File: src/rtl/uart_pkg.sv
// Shared UART definitions: frame layout, FSM encoding and default timing,
// used by both the transmitter and the receiver.
package uart_pkg;

  typedef enum logic [1:0] {
    ST_IDLE  = 2'd0,
    ST_START = 2'd1,
    ST_DATA  = 2'd2,
    ST_STOP  = 2'd3
  } uart_state_e;

  localparam int   DATA_BITS     = 8;
  localparam logic START_BIT     = 1'b0;
  localparam logic STOP_BIT      = 1'b1;
  localparam int   DEF_CLK_FREQ  = 1000000;
  localparam int   DEF_BAUD_RATE = 9600;

  function automatic int calc_bit_cycles(input int clk_freq, input int baud_rate);
    return clk_freq / baud_rate;
  endfunction

endpackage

File: src/rtl/uart_baud_gen.sv
// Baud-rate clock enable: one-cycle tick every CLK_FREQ/BAUD_RATE clocks,
// restarted from zero whenever clear is high.
module uart_baud_gen import uart_pkg::*; #(
  parameter int CLK_FREQ  = DEF_CLK_FREQ,
  parameter int BAUD_RATE = DEF_BAUD_RATE
) (
  input  logic clk,
  input  logic rst,
  input  logic clear,
  output logic tick
);

  localparam int BIT_CYCLES = calc_bit_cycles(CLK_FREQ, BAUD_RATE);
  localparam int CW         = (BIT_CYCLES > 1) ? $clog2(BIT_CYCLES) : 1;

  generate
    if (BIT_CYCLES < 2) begin : g_bad_cfg
      $error("uart_baud_gen: CLK_FREQ/BAUD_RATE must be at least 2");
    end
  endgenerate

  logic [CW-1:0] r_cnt;

  assign tick = (r_cnt == CW'(BIT_CYCLES - 1));

  // Free-running bit-period counter, wraps on tick
  always_ff @(posedge clk or negedge rst) begin
    if (!rst) begin
      r_cnt <= {CW{1'b0}};
    end else if (clear || tick) begin
      r_cnt <= {CW{1'b0}};
    end else begin
      r_cnt <= r_cnt + CW'(1);
    end
  end

endmodule

File: src/rtl/uart_tx.sv
// UART transmitter: one-entry holding register feeding an 8N1 shifter,
// back-to-back frames with no idle gap when a byte is already held.
module uart_tx import uart_pkg::*; #(
  parameter int CLK_FREQ  = DEF_CLK_FREQ,
  parameter int BAUD_RATE = DEF_BAUD_RATE
) (
  input  logic                 clk,
  input  logic                 rst,
  input  logic                 tx_valid,
  input  logic [DATA_BITS-1:0] tx_data,
  output logic                 tx_ready,
  output logic                 tx,
  output logic                 busy,
  output logic                 tx_done
);

  uart_state_e          r_state, w_state_nxt;
  logic [DATA_BITS-1:0] r_shift, w_shift_nxt;
  logic [DATA_BITS-1:0] r_hold_data, w_hold_data_nxt;
  logic                 r_hold_full, w_hold_full_nxt;
  logic [2:0]           r_bit_idx, w_bit_idx_nxt;
  logic                 r_tx, w_tx_nxt;
  logic                 r_busy, w_busy_nxt;
  logic                 r_done, w_done_nxt;
  logic                 w_tick, w_clear, w_accept;

  // Counter is held at zero while idle so a new frame starts a full bit period
  assign w_clear  = (r_state == ST_IDLE);
  assign w_accept = tx_valid & ~r_hold_full;

  uart_baud_gen #(
    .CLK_FREQ (CLK_FREQ),
    .BAUD_RATE(BAUD_RATE)
  ) u_baud_gen (
    .clk  (clk),
    .rst  (rst),
    .clear(w_clear),
    .tick (w_tick)
  );

  // State and datapath registers
  always_ff @(posedge clk or negedge rst) begin
    if (!rst) begin
      r_state     <= ST_IDLE;
      r_shift     <= {DATA_BITS{1'b0}};
      r_hold_data <= {DATA_BITS{1'b0}};
      r_hold_full <= 1'b0;
      r_bit_idx   <= 3'd0;
      r_tx        <= STOP_BIT;
      r_busy      <= 1'b0;
      r_done      <= 1'b0;
    end else begin
      r_state     <= w_state_nxt;
      r_shift     <= w_shift_nxt;
      r_hold_data <= w_hold_data_nxt;
      r_hold_full <= w_hold_full_nxt;
      r_bit_idx   <= w_bit_idx_nxt;
      r_tx        <= w_tx_nxt;
      r_busy      <= w_busy_nxt;
      r_done      <= w_done_nxt;
    end
  end

  // Next-state and next-output logic
  always_comb begin
    w_state_nxt     = r_state;
    w_shift_nxt     = r_shift;
    w_hold_data_nxt = r_hold_data;
    w_hold_full_nxt = r_hold_full;
    w_bit_idx_nxt   = r_bit_idx;
    w_tx_nxt        = r_tx;
    w_done_nxt      = 1'b0;

    if (w_accept) begin
      w_hold_full_nxt = 1'b1;
      w_hold_data_nxt = tx_data;
    end else begin
      w_hold_full_nxt = r_hold_full;
      w_hold_data_nxt = r_hold_data;
    end

    case (r_state)
      ST_IDLE: begin
        if (r_hold_full) begin
          w_state_nxt     = ST_START;
          w_shift_nxt     = r_hold_data;
          w_hold_full_nxt = 1'b0;
          w_tx_nxt        = START_BIT;
        end else begin
          w_state_nxt = ST_IDLE;
          w_tx_nxt    = STOP_BIT;
        end
      end
      ST_START: begin
        if (w_tick) begin
          w_state_nxt   = ST_DATA;
          w_bit_idx_nxt = 3'd0;
          w_tx_nxt      = r_shift[0];
        end else begin
          w_state_nxt = ST_START;
        end
      end
      ST_DATA: begin
        if (w_tick) begin
          if (r_bit_idx == 3'(DATA_BITS - 1)) begin
            w_state_nxt = ST_STOP;
            w_tx_nxt    = STOP_BIT;
          end else begin
            w_bit_idx_nxt = r_bit_idx + 3'd1;
            w_shift_nxt   = r_shift >> 1;
            w_tx_nxt      = r_shift[1];
          end
        end else begin
          w_state_nxt = ST_DATA;
        end
      end
      ST_STOP: begin
        if (w_tick) begin
          w_done_nxt = 1'b1;
          if (r_hold_full) begin
            w_state_nxt     = ST_START;
            w_shift_nxt     = r_hold_data;
            w_hold_full_nxt = 1'b0;
            w_tx_nxt        = START_BIT;
          end else begin
            w_state_nxt = ST_IDLE;
            w_tx_nxt    = STOP_BIT;
          end
        end else begin
          w_state_nxt = ST_STOP;
        end
      end
      default: begin
        w_state_nxt     = ST_IDLE;
        w_hold_full_nxt = 1'b0;
        w_tx_nxt        = STOP_BIT;
      end
    endcase

    w_busy_nxt = (w_state_nxt != ST_IDLE);
  end

  assign tx       = r_tx;
  assign tx_ready = ~r_hold_full;
  assign busy     = r_busy;
  assign tx_done  = r_done;

endmodule

File: config.mk
export PLATFORM = sky130hd
export DESIGN_NAME = uart_tx
export DESIGN_NICKNAME = d
export VERILOG_FILES = /design/src/rtl/uart_pkg.sv /design/src/rtl/uart_baud_gen.sv /design/src/rtl/uart_tx.sv
export SDC_FILE = /design/constraint.sdc
export NUM_CORES = 1
export LEC_CHECK = 0
export ABC_AREA = 1
export BUFFER_PORTS_ARGS = -buffer_cell sky130_fd_sc_hd__buf_2
export CAP_MARGIN = 5
export CORE_MARGIN = 2
export CORE_UTILIZATION = 25
export CTS_CLUSTER_SIZE = 12
export DETAILED_ROUTE_END_ITERATION = 8
export PLACE_DENSITY = 0.5
export SLEW_MARGIN = 20
export SYNTH_ARGS = -nofsm -noshare
export SYNTH_HDL_FRONTEND = slang
export SYNTH_SLANG_ARGS = --single-unit
File: constraint.sdc
create_clock -name clk -period 1.9 [get_ports clk]
set_input_delay 0.19 -clock clk [delete_from_list [all_inputs] [get_ports clk]]
set_output_delay 0.19 -clock clk [all_outputs]
set_load 0.02 [all_outputs]
## Yosys cells after proc, flatten, opt, wreduce, memory -nomap -nowiden

Index checks and enable logic that the tools add are counted.

- Output and inout bits: 4
- Logic and storage cells: 58
- Register bits: 32

- Reduce and logical (&&, ||, !) cells: 8
- Bitwise operators: 2
- Equal/unequal tests: 9
- $add $sub $neg: 2
- Multiplexer cells: 28

Operators with widths:

| kind | number |
|---|---|
| 8-bit 2-to-1 mux | 4 |
| 8-bit one-hot mux with 3 select lines | 1 |
| 1-bit 2-to-1 mux | 11 |
| 3-bit 2-to-1 mux | 3 |
| 2-bit 2-to-1 mux | 4 |
| 2-bit one-hot mux with 4 select lines | 1 |
| 4-bit AND reduction | 2 |
| 7-bit by 1-bit adder with 7-bit output, second input constant | 1 |
| 7-bit == test, second input constant | 1 |
| 7-bit 2-to-1 mux | 1 |
| 2-bit by 1-bit != test with 1-bit output, second input constant | 3 |
| 3-bit one-hot mux with 2 select lines | 1 |
| 2-bit == test, second input constant | 2 |
| 1-bit one-hot mux with 4 select lines | 1 |
| 2-bit nonzero test | 2 |
| 3-bit by 1-bit adder with 3-bit output, second input constant | 1 |
| 3-bit == test, second input constant | 1 |
| 3-bit AND reduction | 1 |
| 3-bit nonzero test | 1 |
| 2-bit by 1-bit == test with 1-bit output, second input constant | 1 |
| 2-bit logical NOT | 1 |
| 2-bit != test, second input constant | 1 |
| 1-bit one-hot mux with 2 select lines | 1 |
| 1-bit bitwise AND | 1 |
| other kinds (2) | 2 |

## Depth between registers and ports, before layout

Gate-level depths: netlist (run 1).

- Word-level depth: 6
- Depth in mapped cells: 9
- Depth with buffers taken out: 8

## By module

A second synthesis (run 1) with hierarchy kept.

- Cells, all modules: 205
- Area, all modules: 1671.6 um^2

By module, submodules not included:

| module | times used | seq. area each (um^2) | cells an instance | area each (um^2) |
|---|---|---|---|---|
| uart_tx | 1 | 626.9 | 160 | 1317.5 |
| uart_baud_gen | 1 | 175.2 | 45 | 354.1 |

## Least setup slack after synthesis (run 1)

OpenSTA, ideal clock, no wires.

- Path type: register to register
- From: register r_bit_idx[0]
- To: register r_shift[5]
- Library setup time: 122 ps
- Arrival: 1380 ps
- Required time: 1778 ps
- Buffers on the path: 1
- Stages on the path, launching flop included: 10
- Setup slack: 398 ps
- Period minus slack after synthesis: 1502 ps
- Cell sequence: dfrtp_1 > ha_1 > ha_1 > nand2_1 > o21ai_1 > nor2_1 > nand2_4 > buf_6 > nand2_2 > o21ai_2

- Longest elaborated chain between the ends: 3

RTL lines:

| what | line | RTL |
|---|---|---|
| start: declaration | uart_tx.sv:21 | `logic [2:0] r_bit_idx, w_bit_idx_nxt;` |
| start signal: assignment | uart_tx.sv:57 | `r_bit_idx <= w_bit_idx_nxt;` |
| 3-bit == test | uart_tx.sv:105 | `if (r_bit_idx == 3'(DATA_BITS - 1)) begin` |
| 2-bit != test (no line) | -- |  |
| 4-bit AND reduction (no line) | -- |  |
| end signal: assignment | uart_tx.sv:45 | `r_shift <= {DATA_BITS{1'b0}};` |
| end signal: assignment | uart_tx.sv:54 | `r_shift <= w_shift_nxt;` |
| end: declaration | uart_tx.sv:18 | `logic [DATA_BITS-1:0] r_shift, w_shift_nxt;` |

No other way between the ends.
A chain may end at the register's enable or synchronous reset.

## Worst setup path in the final report (run 1)

- From: register r_bit_idx[0]
- To: register r_shift[3]

Same word-level chain as after synthesis.

==> impl_metrics.csv, run 1 <==
group,metric,value,unit
sta,max_slew_margin,0.515,
yosys,yosysTopAreaCell,"dfrtp_1",
route,top_layer_used,"met4",
yosys,seq_area_frac_synth,0.505,
yosys,netlist_instances,171,
global_route,grt_start_max_net_pins,33,
clock_network,postCtsSetupBuffers,0,
setup_path,critPathCaptureType,"flip-flop",
setup_path,critPathKind,"flip-flop to flip-flop",
place,place_area,1750,um^2
min_path,hold_path_class,"input pin to flip-flop",
clock_network,path_clk_slew,0.08,ns
sta,finalMaxSlewViolations,0,
sta,fmax,625,MHz
finish,area.growth.synth_to_final,18.0,%
setup_path,cp_max_fo,16,
yosys,yosysWarnings,0,
sta,finalCriticalPeriod,1.60,ns
min_path,min_from,"tx_data[1]",
yosys,netlist-cell-type-count,26,
setup_path,reg2reg_from,"r_bit_idx[0]$_DFFE_PN0P_",
sta,skew,0.00758,ns
clock_network,clk_path_buf_depth,2,
yosys,synthesis.nets,190,
clock_network,clock_latency,0.29,ns
yosys,yosysTopAreaCellShare,0.489,
sta,period_share,0.843,
floorplanning,die_x,83.7,um
place,io_buffers,14,
sta,rsz0062_at_grt,"false",
place,place.gp.congestion,0.746,
clock_network,root_buffer,"clkbuf_8",
setup_path,cp-startpoint,"r_bit_idx[0]$_DFFE_PN0P_",
floorplanning,initial_core_util,0.254,
finish,most-common-layout-cells,"50 x nand2_1, 31 x dfrtp_1, 15 x inv_1",
sta,tns,0,ns
finish,final_common_cell,"nand2_1",
finish,multiInputGateArea,713,um^2
route,drc,0,
yosys,ys_ff_latch,32,
clock_network,cts_sinks,32,
route,wl_met2,1.36,mm
global_route,grt_pass1_wl,5.49,mm
power,intPower,1130,uW
global_route,antenna_found_initial,0,
sta,tightest_slew,0.727,ns
yosys,netlist_area,1590,um^2
job,max_cap_viol_count,0,
route,wl_met1,1.46,mm
run_status,outcome,"finished, final reports clean",
power,p_seq_frac,0.500,
power,switchingPower,329,uW
power,p_clk_frac,0.450,
global_route,track_usage,0.0985,
clock_network,cts_tree,"done",
yosys,synthTopCellsByArea,"dfrtp_1 49%, nand2_1 12%, ha_1 6.3%",
clock_network,numCtsBuffers,5,
route,via_count,1128,
setup_path,worstPathArrival,1.77,ns
route,routed_wl,2.98,mm
global_route,grt_overflow_total,0,
finish,drive_gt1_frac,0.237,
power,vdd_ir_drop_max,257,uV
global_route,grt_pass1_vias,1249,
floorplanning,die_area,7000,um^2
power,p_leak,0.000926,uW
finish,layout.cells.non_filler,271,
finish,seq_area,802,um^2
floorplanning,fp-row-count,29,
power,switching_share,0.226,
finish,fill_cells,690,
yosys,syn-mean-instance-area,9.29,um^2
route,post_drt_wl_per_cell,11.0,um
power,p_per_area,779,nW/um^2
route,drt-vias-per-instance,4.16,
sta,setup_viol,0,
floorplanning,core_area,6240,um^2
clock_network,htreeDepth,2,
sta,hold_viol,0,
route,ant_nets,0,
setup_path,worstSetupStartpointType,"flip-flop",
floorplanning,die_h,83.7,um
setup_path,crit_required,2.07,ns
floorplanning,io_pins,15,
finish,nets,212,
finish,fin_area,1870,um^2
power,comb_power_share,0.050,
route,initialDrtViolationCount,49,
place,place_hpwl,2.10,mm
place,placedCellCount,262,
route,dr_wl_met3,86,um
finish,diodes,0,
route,drtPass1Iterations,4,
==> Yosys cell counts <==
| library cell | count |
|---|---|
| nand3_1 | 5 |
| nand2_2 | 4 |
| a22oi_1 | 1 |
| dfstp_2 | 1 |
| a21oi_1 | 4 |
| o21ai_1 | 1 |
| or2_2 | 2 |
| nor2_2 | 2 |
| nor2_1 | 11 |
| buf_6 | 1 |
| and3_1 | 1 |
| inv_1 | 15 |
| o21ai_4 | 1 |
| nor2_4 | 1 |
| nand2_1 | 50 |
| nor3b_1 | 1 |
| ha_1 | 8 |
| mux2i_1 | 7 |
| dfrtp_1 | 31 |
| o21ai_0 | 8 |
| o2111ai_1 | 1 |
| nor3_1 | 3 |
| o21ai_2 | 8 |
| nand2_4 | 2 |
| buf_4 | 1 |
| a31oi_1 | 1 |
==> power by group through the flow <==
stage	Combinational (uW)	Sequential [uW]	Clock [uW]
after global placement	73.2	743	0
after CTS	76.3	730	675
after global routing	89.1	734	704
after detailed placement	74.4	743	0
after floorplan	44.4	737	0
final	72.9	731	656
==> stage by stage <==
step	setup WS, ns	utilization	total power [uW]	hold WS [ns]
floorplan	0.398	-	781	-0.106
global placement	0.269	0.280	816	0.300
detailed placement	0.222	0.280	818	0.304
CTS	0.209	0.300	1480	0.0922
global route	0.122	0.300	1530	0.114
finish	0.299	0.300	1460	0.102
==> final cells by class <==
type | count | share of cell area
Multi-Input combinational cell | 122 | 0.381
Timing Repair Buffer | 17 | 0.0507
Clock buffer | 5 | 0.0367
Clock inverter | 3 | 0.0227
Inverter | 15 | 0.0300
Sequential cell | 32 | 0.428
Tap cell | 77 | 0.0514
==> path summary, 6_finish.rpt <==
kind                                            endpoint  slack, ns  depth (start not counted)
setup / recovery                  r_shift[3]$_DFFE_PN0P_       0.30                          8
hold / removal                r_hold_data[1]$_DFFE_PN0P_       0.10                          3
setup reg to reg                  r_shift[3]$_DFFE_PN0P_       0.30                          8
hold reg to reg            u_baud_gen.r_cnt[0]$_DFF_PN0_       0.46                          1
max in group asynchronous         r_shift[2]$_DFFE_PN0P_       0.94                          2
min in group asynchronous         r_shift[1]$_DFFE_PN0P_       0.50                          2
==> worst max-delay path, cell delays in order, from the launching register on <==
cell and delay (ns):
dfrtp_1 0.40, ha_1 0.21, ha_1 0.21, nand2_1 0.09
o21ai_1 0.06, nor2_1 0.17, nand2_4 0.17, nand2_1 0.11
o21ai_2 0.05
==> what timing repair did <==
item | 4_1_cts | 5_1_grt
hold buffers | 1 | 0
endpoints found under the setup margin | 0 | 3
endpoints found under the hold margin | 31 | 0
gates resized for setup | 0 | 1
==> cells by family after synthesis <==
group / Yosys count / synth area share
compound gates: 25 / 0.110
fa+ha+maj: 8 / 0.0630
buf+inv: 17 / 0.0473
flops: 32 / 0.505
mux: 7 / 0.0441
simple gates: 82 / 0.231
==> sequential cells by signal (all words and copies together) (netlist names) <==
register / flops
r_hold_full: 1
tx_done: 1
r_bit_idx: 3
r_state: 2
u_baud_gen.r_cnt: 7
busy: 1
tx: 1
r_hold_data: 8
r_shift: 8
==> per-layer routing <==
layer | vias up | GRT usage
met5 | - | 0
met4 | 0 | 0.0528
met3 | 6 | 0.0257
met2 | 15 | 0.164
met1 | 514 | 0.115
li1 | 593 | -
No activity file was read; power rests on OpenSTA's default activity.
==> run 2, diff against run 1 <==
- clock period: 1.9 -> 1.56 ns (I/O delays scaled with it)
==> run 2 against run 1 <==
Flip-flop and latch count is the same. Critical endpoint is now busy$_DFF_PN0_. Clock power is 32% higher. Combinational power grew 29%. Fmax grew 4.4%. Register-to-register slack worse by 0.27 ns. Via count grew 5.5%. Clock-buffer cell count up 2. Cell count grew 3.7%. Sequential share of layout area is 3.3 points lower.
==> impl_metrics.csv, run 2 (synthesized netlist as in run 1, its figures left out) <==
group,metric,value,unit
run_status,outcome,"finished, final reports clean",
global_route,track_usage,0.104,
floorplanning,io_pins,15,
clock_network,path_clk_slew,0.07,ns
place,place_hpwl,2.21,mm
sta,finalMaxSlewViolations,0,
global_route,grt_overflow_total,0,
place,place.gp.congestion,0.762,
finish,top_regs,"r_hold_data (8), r_shift (8), u_baud_gen.r_cnt (7)",
sta,finalCriticalPeriod,1.53,ns
finish,most-common-layout-cells,"43 x nand2_1, 31 x dfrtp_1, 15 x inv_1",
power,vdd_ir_drop_max,441,uV
route,drtPass1Iterations,4,
power,p_leak,0.000986,uW
floorplanning,initial_core_util,0.254,
setup_path,critPathKind,"flip-flop to flip-flop",
route,initialDrtViolationCount,51,
route,ant_nets,0,
sta,hold_viol,0,
finish,fill_cells,686,
finish,nets,222,
clock_network,clock_latency,0.28,ns
setup_path,reg2reg_depth,7,
route,wl_met2,1.47,mm
route,top_layer_used,"met4",
route,wl_met1,1.65,mm
setup_path,worstPathArrival,1.69,ns
sta,layout_setup_ws,0.0272,ns
min_path,min_from,"tx_data[2]",
finish,drive_gt1_frac,0.338,
clock_network,root_buffer,"clkbuf_8",
sta,fmax,652,MHz
sta,skew,0.00694,ns
route,routed_wl,3.29,mm
setup_path,crit_required,1.72,ns
global_route,grt_pass1_wl,5.80,mm
sta,setup_viol,0,
finish,diodes,0,
route,drt-vias-per-instance,4.23,
route,drc,0,
clock_network,cts_tree,"done",
min_path,hold_path_class,"input pin to flip-flop",
place,dp_slack,-0.0598,ns
global_route,grt_start_max_net_pins,33,
floorplanning,fp-row-count,29,
setup_path,worstSetupStartpointType,"flip-flop",
finish,area.growth.synth_to_final,28.0,%
route,via_count,1190,
clock_network,clk_path_buf_depth,2,
finish,final_common_cell,"nand2_1",
finish,seq_area,802,um^2
route,post_drt_wl_per_cell,11.7,um
clock_network,htreeDepth,2,
min_path,min_path_cells,3,
setup_path,cp_max_fo,4,
finish,multiInputGateArea,788,um^2
sta,tns,0,ns
route,dr_wl_met3,101,um
floorplanning,die_area,7000,um^2
sta,max_slew_margin,0.721,
setup_path,reg2reg_from,"r_state[1]$_DFF_PN0_",
setup_path,rrSetupSlack,0.03,ns
sta,tightest_slew,0.418,ns
floorplanning,die_x,83.7,um
floorplanning,core_area,6240,um^2
global_route,antenna_found_initial,0,
floorplanning,die_h,83.7,um
power,p_per_area,911,nW/um^2
sta,rsz0062_at_grt,"true",
sta,period_share,0.983,
global_route,grt_pass1_vias,1220,
setup_path,timing.rr.end,"busy$_DFF_PN0_",
min_path,whs_endpoint,"r_hold_data[2]$_DFFE_PN0P_",
setup_path,critPathCaptureType,"flip-flop",
clock_network,numCtsBuffers,5,
job,max_cap_viol_count,0,
clock_network,cts_sinks,32,
place,io_buffers,14,
[run 2: changes by cell type in the layout (fill, tap and decap cells not counted), sizes merged]
cell      before  now
clkbuf         5    7
clkinvlp       1    0
buf           16   25
nand2         56   57
clkinv         1    0
[run 2: how the worst max path moves through the flow]
stage | from | end | slack (ns) | depth (start not counted)
2_1_floorplan | r_bit_idx[0]$_DFFE_PN0P_ | r_shift[5]$_DFFE_PN0P_ | 0.06 | 9
3_3_place_gp | r_bit_idx[0]$_DFFE_PN0P_ | r_shift[2]$_DFFE_PN0P_ | -0.008 | 8
3_5_place_dp | r_bit_idx[0]$_DFFE_PN0P_ | r_shift[4]$_DFFE_PN0P_ | -0.06 | 8
4_1_cts | r_bit_idx[1]$_DFFE_PN0P_ | r_shift[4]$_DFFE_PN0P_ | 0.004 | 8
5_1_grt | r_state[1]$_DFF_PN0_ | tx$_DFFE_PN1P_ | -0.04 | 6
6_report | r_state[1]$_DFF_PN0_ | busy$_DFF_PN0_ | 0.03 | 7
[run 2: layer usage]
metal / up-vias / global-route usage
met5: - / 0
met4: 0 / 0.0616
met3: 4 / 0.0198
met2: 18 / 0.159
met1: 551 / 0.137
li1: 617 / -
[run 2: repair_timing]
| item | 4_1_cts | 5_1_grt |
|---|---|---|
| pin swaps | 4 | 0 |
| hold buffers | 1 | 0 |
| setup buffers | 3 | 0 |
| hold endpoints to repair | 31 | 0 |
| resized for setup | 14 | 5 |
| cloned | 1 | 0 |
| endpoints found under the setup margin | 8 | 12 |
[run 2: power by group]
part	internal (uW)	leakage, uW	switching [uW]
registers	867	0.000397	22.7
logic	40.7	0.000524	53.5
clock network	563	0.0000645	303
total	1470	0.000986	380
[run 2: critical path, cell delays in order (launching register included)]
cell and delay [ns]:
dfrtp_1 0.42, inv_1 0.11, ha_1 0.26, or2_2 0.33, nand2_1 0.09, nand2_1 0.05, nand2_1 0.07, nand3_1 0.08
[run 2: through the flow]
stage	utilization	power [uW]	cells	hold WS (ns)	instance area [um^2]
final	0.326	1850	281	0.0679	2030
after global routing	0.326	1940	281	0.0778	2030
after CTS	0.322	1880	281	0.0559	2010
after detailed placement	0.288	998	268	0.209	1800
after global placement	0.288	995	268	0.206	1800
after floorplan	-	952	171	-0.140	1590
[run 2: cell type report]
type	count	share of cell area
Multi-Input combinational cell	123	0.388
Clock buffer	7	0.0474
Sequential cell	32	0.395
Clock inverter	1	0.0148
Inverter	15	0.0277
Timing Repair Buffer	26	0.0800
Tap cell	77	0.0474
==> run 3, diff against run 2 <==
- CELL_PAD_IN_SITES_DETAIL_PLACEMENT: unset -> 1
- CELL_PAD_IN_SITES_GLOBAL_PLACEMENT: unset -> 1
- PLACE_DENSITY: 0.5 -> 0.59
==> run 3 against run 2 <==
Die area unchanged. Clock-buffer cell count unchanged. Combinational power hardly changed. Clock power down 23%. Setup slack improved by 0.055 ns. Via count up 5.0%. Largest cell class unchanged.
==> impl_metrics.csv, run 3 (synthesized netlist as in run 1, its figures left out) <==
group,metric,value,unit
setup_path,crit_required,1.73,ns
min_path,min_from,"tx_data[4]",
finish,nets,223,
run_status,outcome,"finished, final reports clean",
floorplanning,fp-row-count,29,
global_route,grt_pass1_wl,6.29,mm
power,total_power,1650,uW
finish,most-common-layout-cells,"43 x nand2_1, 31 x dfrtp_1, 15 x inv_1",
setup_path,cp-startpoint,"r_state[0]$_DFF_PN0_",
route,drtPass1Iterations,4,
setup_path,worstSetupStartpointType,"flip-flop",
setup_path,path_cells,"buf_4 -> ha_2 -> buf_4 -> o21ai_4 -> nand2_4 -> nand2_2 -> o21ai_2",
sta,finalCriticalPeriod,1.48,ns
place,place_hpwl,2.48,mm
route,drc,0,
floorplanning,initial_core_util,0.254,
floorplanning,core_area,6240,um^2
setup_path,crit_top_cell,"buf_4",
min_path,hold_path_class,"input pin to flip-flop",
sta,skew,0.00549,ns
clock_network,root_buffer,"clkbuf_8",
power,vdd_ir_drop_max,327,uV
setup_path,worstPathArrival,1.65,ns
route,routed_wl,3.46,mm
clock_network,path_clk_slew,0.07,ns
job,max_cap_viol_count,0,
sta,hold_viol,0,
floorplanning,io_pins,15,
sta,finalMaxSlewViolations,0,
global_route,grt_overflow_total,0,
sta,layout_setup_ws,0.0822,ns
clock_network,clock_latency,0.28,ns
setup_path,critPathKind,"flip-flop to flip-flop",
setup_path,critPathCaptureType,"flip-flop",
global_route,grt_pass1_vias,1349,
sta,setup_viol,0,
route,drt-vias-per-instance,4.43,
sta,period_share,0.947,
route,initialDrtViolationCount,36,
sta,tns,0,ns
global_route,track_usage,0.113,
finish,drive_gt1_frac,0.346,
setup_path,cp_max_fo,8,
sta,fmax,677,MHz
clock_network,cts_sinks,32,
power,p_leak,0.000978,uW
clock_network,numCtsBuffers,5,
clock_network,cts_tree,"done",
sta,max_slew_margin,0.722,
route,via_count,1249,
route,post_drt_wl_per_cell,12.3,um
floorplanning,die_h,83.7,um
sta,hold_ws,0.0695,ns
place,place.gp.congestion,0.741,
global_route,grt_start_max_net_pins,33,
finish,area.growth.synth_to_final,26.3,%
sta,rsz0062_at_grt,"false",
finish,diodes,0,
power,p_per_area,821,nW/um^2
clock_network,htreeDepth,2,
floorplanning,die_x,83.7,um
place,io_buffers,14,
place,dp_slack,-0.0426,ns
finish,top_regs,"r_hold_data (8), r_shift (8), u_baud_gen.r_cnt (7)",
setup_path,worst_path_max_delay_cell,"dfrtp_1",
finish,final_util,0.321,
sta,tightest_slew,0.417,ns
floorplanning,die_area,7000,um^2
setup_path,reg2reg_from,"r_state[0]$_DFF_PN0_",
finish,final_common_cell,"nand2_1",
global_route,antenna_found_initial,0,
route,ant_nets,0,
clock_network,clk_path_buf_depth,2,
setup_path,slowest_delay,0.38,ns
[run 3: repair_timing]
action / 4_1_cts / 5_1_grt
buffers inserted: 0 / 2
resized for setup: 7 / 14
pin swaps: 4 / 9
gates cloned: 1 / 0
endpoints found under the hold margin: 31 / 0
hold buffers: 1 / 0
endpoints found under the setup margin: 9 / 13
[run 3: worst max-delay path, delay by kind of cell, from the launching register on]
family / cells / cell delay (ns)
and+or+nand+nor: 2 / 0.26
DFF: 1 / 0.38
AOI/OAI and AO/OA: 2 / 0.24
adders and majority gates: 1 / 0.18
buffers and inverters: 2 / 0.30
[run 3: final cells by class]
class / count / area (um^2)
Inverter: 15 / 56.3
Clock inverter: 1 / 7.51
Tap cell: 77 / 96.3
Multi-Input combinational cell: 123 / 787
Timing Repair Buffer: 27 / 170
Clock buffer: 7 / 86.3
Fill cell: 759 / 4240
Sequential cell: 32 / 802
[run 3: power breakdown]
group          internal, uW  switching, uW  leakage (uW)
Combinational          40.5           53.6      0.000537
Clock                   358            305     0.0000445
Sequential              867           21.9      0.000397
[run 3: per-layer routing]
metal | GRT usage | part of all wire
met5 | 0 | 0
met4 | 0.0528 | 0.023
met3 | 0.0237 | 0.023
met2 | 0.192 | 0.49
met1 | 0.136 | 0.46
[run 3: path summary, 6_finish.rpt]
path	endpoint	slack, ns	cells past startpoint
setup / recovery	r_shift[3]$_DFFE_PN0P_	0.08	7
hold / removal	r_hold_data[4]$_DFFE_PN0P_	0.07	3
setup reg to reg	r_shift[3]$_DFFE_PN0P_	0.08	7
hold reg to reg	u_baud_gen.r_cnt[0]$_DFF_PN0_	0.47	1
max in group asynchronous	tx$_DFFE_PN1P_	0.80	3
min in group asynchronous	u_baud_gen.r_cnt[1]$_DFF_PN0_	0.43	3
[run 3: stage by stage]
stage          area, um^2  instances
3_3_place_gp         1810        270
3_5_place_dp         1810        270
2_1_floorplan        1590        171
5_1_grt              2010        282
6_report             2010        282
4_1_cts              1940        280
